### src/rtl/irq_dispatch_12.sv
// rtl/irq_dispatch_12.sv - 12-source edge-latched interrupt dispatcher with offer/service handshake
module irq_dispatch_12 #(
  parameter logic [11:0] PolarityMask = 12'h000
) (
  input  logic        Clock,
  input  logic        Reset_n,
  input  logic [11:0] Request,
  input  logic [11:0] Enable_Mask,
  input  logic        Ack,
  input  logic        Done,
  output logic        Irq,
  output logic [3:0]  Source_Id,
  output logic [11:0] Grant,
  output logic [11:0] Pending
);

  typedef enum logic [1:0] {IDLE, OFFER, SERVICE} state_t;

  state_t      state;
  logic [11:0] eff;
  logic [11:0] prev;
  logic [11:0] rise;
  logic [11:0] cand;
  logic [11:0] done_clr;
  logic [3:0]  win;

  assign eff  = Request ^ PolarityMask;
  assign rise = eff & ~prev;
  assign cand = Pending & Enable_Mask;

  // Downward scan so the lowest set index is the last one written.
  always_comb begin
    win = 4'd0;
    for (int i = 11; i >= 0; i--) begin
      if (cand[i]) win = 4'(i);
    end
  end

  always_comb begin
    done_clr = 12'h000;
    if (state == SERVICE && Done) done_clr = 12'd1 << Source_Id;
  end

  // The set term is OR'd in last, so a new edge wins over a same-cycle clear.
  always_ff @(posedge Clock or negedge Reset_n) begin
    if (!Reset_n) begin
      prev    <= 12'h000;
      Pending <= 12'h000;
    end else begin
      prev    <= eff;
      Pending <= (Pending & ~done_clr) | rise;
    end
  end

  always_ff @(posedge Clock or negedge Reset_n) begin
    if (!Reset_n) begin
      state     <= IDLE;
      Irq       <= 1'b0;
      Source_Id <= 4'd0;
      Grant     <= 12'h000;
    end else begin
      case (state)
        IDLE: begin
          if (|cand) begin
            state     <= OFFER;
            Source_Id <= win;
            Irq       <= 1'b1;
          end
        end
        OFFER: begin
          if (Ack) begin
            state <= SERVICE;
            Irq   <= 1'b0;
            Grant <= 12'd1 << Source_Id;
          end else if (!Enable_Mask[Source_Id]) begin
            state     <= IDLE;
            Irq       <= 1'b0;
            Source_Id <= 4'd0;
          end
        end
        SERVICE: begin
          if (Done) begin
            state     <= IDLE;
            Grant     <= 12'h000;
            Source_Id <= 4'd0;
          end
        end
        default: begin
          state     <= IDLE;
          Irq       <= 1'b0;
          Source_Id <= 4'd0;
          Grant     <= 12'h000;
        end
      endcase
    end
  end

endmodule

### config.mk
export PLATFORM = sky130hd
export DESIGN_NAME = irq_dispatch_12
export DESIGN_NICKNAME = d
export VERILOG_FILES = /design/src/rtl/irq_dispatch_12.sv
export SDC_FILE = /design/constraint.sdc
export NUM_CORES = 1
export LEC_CHECK = 0
export BUFFER_PORTS_ARGS = -buffer_cell sky130_fd_sc_hd__buf_2
export CELL_PAD_IN_SITES_DETAIL_PLACEMENT = 0
export CELL_PAD_IN_SITES_GLOBAL_PLACEMENT = 1
export CORE_MARGIN = 1
export CORE_UTILIZATION = 38
export DETAILED_ROUTE_END_ITERATION = 10
export GPL_ROUTABILITY_DRIVEN = 0
export PLACE_DENSITY_LB_ADDON = 0.1
export SLEW_MARGIN = 20
export SYNTH_ARGS = -nofsm -noshare
export SYNTH_HDL_FRONTEND = slang
export SYNTH_SLANG_ARGS = --single-unit
### constraint.sdc
create_clock -name Clock -period 1.9 [get_ports Clock]
set_input_delay 0.095 -clock Clock [delete_from_list [all_inputs] [get_ports Clock]]
set_output_delay 0.095 -clock Clock [all_outputs]
set_load 0.01 [all_outputs]
==> results of run 1 <==
[report_power, final]
part / switching, mW / total (mW) / internal [mW] / leakage (nW)
sequential: 0.116 / 1.15 / 1.03 / 0.502
clock: 0.311 / 0.562 / 0.252 / 0.0477
combinational: 0.545 / 0.929 / 0.384 / 0.636
total: 0.972 / 2.64 / 1.67 / 1.19
[timing repair]
| item | in CTS | in global routing |
|---|---|---|
| endpoints found under the setup margin | 0 | 4 |
| resized for setup | 0 | 1 |
| endpoints found under the hold margin | 27 | 0 |
| buffers inserted | 0 | 1 |
| hold buffers | 13 | 0 |
[sequential cells by signal, summed over array words and instances, names as in the netlist]
signal and cells:
Grant 12, Irq 1, Pending 12, Source_Id 4, prev 12, state 2
[critical path, stage by stage (launching register included)]
cell	delay (ps)
dfrtp_1	470
mux2i_1	190
a2111oi_2	480
a41oi_2	210
nor3b_2	200
a2bb2oi_1	130
[synth_stat cells, drive strengths merged]
| master | n |
|---|---|
| dfrtp | 43 |
| o21ai | 34 |
| nand2 | 26 |
| inv | 17 |
| a22o | 8 |
| nor2 | 4 |
| and2b | 3 |
| buf | 3 |
| mux2i | 3 |
| nand3 | 3 |
| a2bb2oi | 2 |
| a31oi | 2 |
| a32o | 2 |
| a32oi | 2 |
| and2 | 2 |
| nor3 | 2 |
| o211ai | 2 |
| o221ai | 2 |
| a2111oi | 1 |
| a211oi | 1 |
| a21o | 1 |
| a221oi | 1 |
| a22oi | 1 |
| a41oi | 1 |
| and3 | 1 |
| and4 | 1 |
| clkbuf | 1 |
| mux2 | 1 |
| mux4 | 1 |
| nand3b | 1 |
| nand4 | 1 |
| nor2b | 1 |
| nor3b | 1 |
| nor4 | 1 |
| o31ai | 1 |
| or4 | 1 |
[routing by layer]
layer  global-route usage [%]  vias up
li1                         -      801
met1                    26.46      833
met2                    32.19       72
met3                    4.972       15
met4                    8.715        0
met5                        0        -
[cell type report]
class	count	area, um^2
fill	476	2231
sequential	43	1076
multi-input combinational	114	738.2
timing repair buffer	78	478.0
tap	67	83.83
clock buffer	5	68.82
inverter	17	63.81
clock inverter	3	15.01
[metrics by stage]
stage	utilization, %	area (um^2)	instances	hold slack [ps]
2_1_floorplan	-	1899	178	-200.6
3_3_place_gp	48.24	2293	305	21.03
3_5_place_dp	48.24	2293	305	34.11
4_1_cts	52.74	2507	326	83.81
5_1_grt	53.08	2524	327	139.3
6_report	53.08	2524	327	101.1
[worst max-delay path by stage]
stage / startpoint / cells past startpoint / to / slack (ps)
finish: Source_Id[2] / 5 / Irq / 100
global route: Source_Id[0] / 5 / Irq / 40
CTS: state[0] / 5 / Source_Id[2] / 20
detailed placement: state[0] / 5 / Source_Id[2] / 50
global placement: state[0] / 5 / Source_Id[2] / 170
floorplan: Source_Id[0] / 6 / Irq / 110
[placed cells by master (no fill, tap or decap), drive strengths merged, types with 3 or more instances in the layout]
cell,count
dfrtp,43
clkinv,3
nand3,3
buf,65
dlygate4sd3,13
nand2,26
nor2,4
clkbuf,5
inv,17
and2b,3
o21ai,34
a22o,8
mux2i,3
[kinds of logic (layout without fill, tap and decap cells)]
| group | Yosys count | count (layout) | share of synthesized area (%) |
|---|---|---|---|
| mux | 5 | 5 | 3.360 |
| buf+inv | 21 | 103 | 4.940 |
| simple gates | 48 | 48 | 13.18 |
| compound gates | 61 | 61 | 21.87 |
| flops | 43 | 43 | 56.65 |
==> metrics.yaml, run 1 <==
status: "completed"
yosys_register_bits: 43
critPathLaunchType: "flip-flop"
cap_violations: 0
num_vias: 1721
grt_use_total_pct: 20.27
yosysSeqAreaShare_pct: 56.65
fp-row-count: 25
r2r-start: "Source_Id[2]"
drv_slew: 0
clock-sinks: 43
wl_met3_um: 263
maxSlewHeadroom_pct: 61.91
num_io_pins: 57
die_width_um: 72.70
grt_max_degree: 18
tns_ps: 0
reg2reg_slack_ps: 100
first_pass_iters: 5
cp.required_ps: 2080
synth_area_um2: 1899
final.period_utilization_pct: 94.54
grt_pass1_vias: 1680
ir_drop_mv: 0.5023
met1_length_um: 2263
yosys.area.top_type_share_pct: 56.65
drt-vias-per-instance: 5.263
timing.rr.end: "Irq"
die_y_um: 72.70
grt_setup_unrepaired: "false"
worstHoldStart: "Done"
period_needed_ps: 1796
cts.clk_slew.worst_paths_ps: 80
worst-path-max-fanout: 7
syn_nets: 206
cts_tree: "done"
antenna_found_initial: 0
synth_cells: 178
hold_end: "state[1]"
core_um2: 4755
clock_skew_ps: 6.137
hold_violations: 0
drc: 0
drt_wl_total_um: 5070
power_mw: 2.640
whs_path_depth: 2
synth_cell_type_count: 40
setup_viol: 0
cts.path.max_buffers: 2
cellPowerDensity_nw_per_um2: 1046
nets: 287
yosys.area.top_type: "dfrtp_1"
ant_nets: 0
end_kind: "flip-flop"
synth_area_leaders: "dfrtp_1, o21ai_1, nand2_1, a22o_1, inv_1"
post-place-ws_ps: 49.19
n_antenna_cell: 0
yosysWarnings: 0
worstSetupPathType: "reg2reg"
dp_hpwl_um: 3846
dr.max_layer_used: "met4"
h-tree-depth: 2
root_buffer: "clkbuf_8"
cp.arrival_ps: 1980
synth_area_per_cell_um2: 10.67
wl_per_cell_um: 15.50
tightest_slew_ps: 567.0
clkLatencyLatePin_ps: 300
hold_class: "in2reg"
rr_worst_depth: 5
wl_met2_um: 2417
drive_gt1_share_pct: 32.69
power_leakage_nw: 1.186
drt_iter0_markers: 99
tritoncts.num_buffers: 5
grt_overflow: 0
grt_pass1_wl_um: 7990
fmax_mhz: 556.7
fin_ws_ps: 103.8
start_util_pct: 39.95
dieArea_um2: 5285
areaGrowthSynthToFinish_pct: 32.87
io_buffer_count: 56
Power figures use the tool's default switching activity.
==> inputs of run 2 (changes only) <==
--- a/config.mk
+++ b/config.mk
@@ -8,6 +8,7 @@
 export BUFFER_PORTS_ARGS = -buffer_cell sky130_fd_sc_hd__buf_2
 export CELL_PAD_IN_SITES_DETAIL_PLACEMENT = 0
 export CELL_PAD_IN_SITES_GLOBAL_PLACEMENT = 1
+export CORE_ASPECT_RATIO = 2
 export CORE_MARGIN = 1
 export CORE_UTILIZATION = 38
 export DETAILED_ROUTE_END_ITERATION = 10
==> run 2 against run 1 <==
  * First-iteration DRC count is 78% lower
  * Combinational power is 5.5% higher
  * Die area is 0.32% higher
  * Sequential share of layout area is 0.24 points lower
  * Via count is 1.7% lower
  * Clock power is 14% higher
  * Largest cell class unchanged
  * Utilization is 0.35 points lower
==> metrics.yaml, run 2 (synthesized netlist as in run 1, its figures left out) <==
n_antenna_cell: 0  # unchanged
reg_top3: "Grant x12, Pending x12, prev x12"
num_io_pins: 57  # unchanged
post_cts_buffers: 0  # unchanged
die_width_um: 51.99  # -28%
fp-row-count: 36  # +44%
h-tree-depth: 2  # unchanged
dieArea_um2: 5302  # +0.32%
drt_iter0_markers: 22  # -78%
cts.path.max_buffers: 2  # unchanged
hold_end: "state[1]"
grt_pass1_wl_um: 8618  # +7.9%
root_buffer: "clkbuf_8"
tritoncts.num_buffers: 5  # unchanged
critPathLaunchType: "flip-flop"
cts.clk_slew.worst_paths_ps: 80  # about the same
clkLatencyLatePin_ps: 290  # about the same
final.period_utilization_pct: 97.19  # +2.7 points
drt_wl_total_um: 5521  # +8.9%
place_inst: 294  # -3.6%
reg2reg_slack_ps: 50  # -50 ps
areaGrowthSynthToFinish_pct: 33.79
hold_class: "in2reg"
core_um2: 4820  # +1.4%
power_leakage_nw: 1.183  # -0.24%
status: "completed"
fmax_mhz: 541.5  # -2.7%
drv_slew: 0  # unchanged
setup_viol: 0  # unchanged
grt_overflow: 0  # unchanged
dp_hpwl_um: 4301  # +12%
ant_nets: 0  # unchanged
r2r-start: "Source_Id[1]"
layout_commonest_cell: "buf_2"
timing.rr.end: "Irq"
hold_violations: 0  # unchanged
nets: 285  # -0.70%
worst-path-max-fanout: 8  # +1
cp.arrival_ps: 2030  # +50 ps
drt-vias-per-instance: 5.368  # +2.0%
worstHoldStart: "Done"
grt_use_total_pct: 22.88  # +2.6 points
grt_max_degree: 24  # +6
wl_per_cell_um: 17.53  # +13%
layout.cells.most_common_list: "buf_2, dfrtp_1, nand2_1, o21ai_1, inv_1"
ir_drop_mv: 0.6886  # +37%
clock-sinks: 43  # unchanged
start_util_pct: 39.41  # -0.54 points
cts_tree: "done"
cap_violations: 0  # unchanged
maxSlewHeadroom_pct: 61.86  # about the same
cellPowerDensity_nw_per_um2: 1087  # +3.9%
tightest_slew_ps: 567.7  # +0.7250 ps
drive_gt1_share_pct: 32.56  # -0.13 points
end_kind: "flip-flop"
antenna_found_initial: 0  # unchanged
grt_pass1_vias: 1754  # +4.4%
fin_cells: 315  # -3.7%
power_mw: 2.762  # +4.6%
drc: 0  # unchanged
cp.required_ps: 2080  # about the same
clock_skew_ps: 4.726  # -1.412 ps
worstSetupPathType: "reg2reg"
first_pass_iters: 4  # -1
num_vias: 1691  # -1.7%
period_needed_ps: 1847  # +50.44 ps
whs_path_depth: 2  # unchanged
die_y_um: 102.0  # +40%
io_buffer_count: 56  # unchanged
rr_worst_depth: 5  # unchanged
run 2: changes by cell type in the layout (fill, tap and decap cells not counted):
| cell | delta |
|---|---|
| a41oi_2 | -1 |
| a41oi_4 | +1 |
| buf_12 | +1 |
| buf_4 | -3 |
| clkbuf_8 | +2 |
| clkinv_2 | -3 |
| clkinvlp_4 | +1 |
| dfrtp_1 | -1 |
| dfrtp_2 | +1 |
run 2: metal layers:
metal	routed length [um]	part of all wire [%]	vias up	track usage, %
li1	-	-	796	-
met1	1912	35	825	23.25
met2	3149	57	53	41.12
met3	169	3.1	17	3.720
met4	289	5.2	0	14.97
met5	0	0	-	0
run 2: worst max-delay path by stage:
stage,from,to,slack (ps),cells after the start
4_1_cts,state[0],Source_Id[2],40,5
2_1_floorplan,Source_Id[0],Irq,110,6
5_1_grt,Source_Id[1],Irq,-30,5
3_5_place_dp,Source_Id[0],Irq,-0.5,5
3_3_place_gp,Source_Id[0],Irq,120,5
6_report,Source_Id[1],Irq,50,5
run 2: through the flow:
stage,setup WS (ps),util (%),cell area (um^2),hold WS [ps],setup TNS [ps]
floorplan,110.5,-,1899,-200.6,0
global placement,123.9,47.43,2286,109.0,0
detailed placement,-0.5328,47.43,2286,123.8,-0.5328
CTS,41.79,52.31,2521,140.6,0
global route,-30.30,52.73,2541,136.4,-56.39
finish,53.37,52.73,2541,135.7,0
run 2: worst max-delay path: stages (launching register included):
cell	delay, ps
dfrtp_1	470
and2b_4	220
a2111oi_2	530
a41oi_4	190
nor3b_2	190
a2bb2oi_1	130
run 2: timing repair:
action,CTS,global route
hold buffers,13,0
endpoints found under the setup margin,1,4
hold endpoints to repair,34,0
resized for setup,1,2
pin swaps,0,1
run 2: layout make-up:
class                           count  area (um^2)
Tap cell                           57        71.32
Timing Repair Buffer               76        475.5
Multi-Input combinational cell    114        749.5
Clock buffer                        7        96.34
Fill cell                         477         2278
Clock inverter                      1        7.507
Inverter                           17        63.81
Sequential cell                    43         1077
run 2: report_power, final:
group / switching, mW / leakage, nW / total [mW] / internal (mW)
clock: 0.312 / 0.0505 / 0.642 / 0.331
combinational: 0.594 / 0.632 / 0.980 / 0.386
sequential: 0.104 / 0.501 / 1.14 / 1.03
total: 1.01 / 1.18 / 2.76 / 1.75
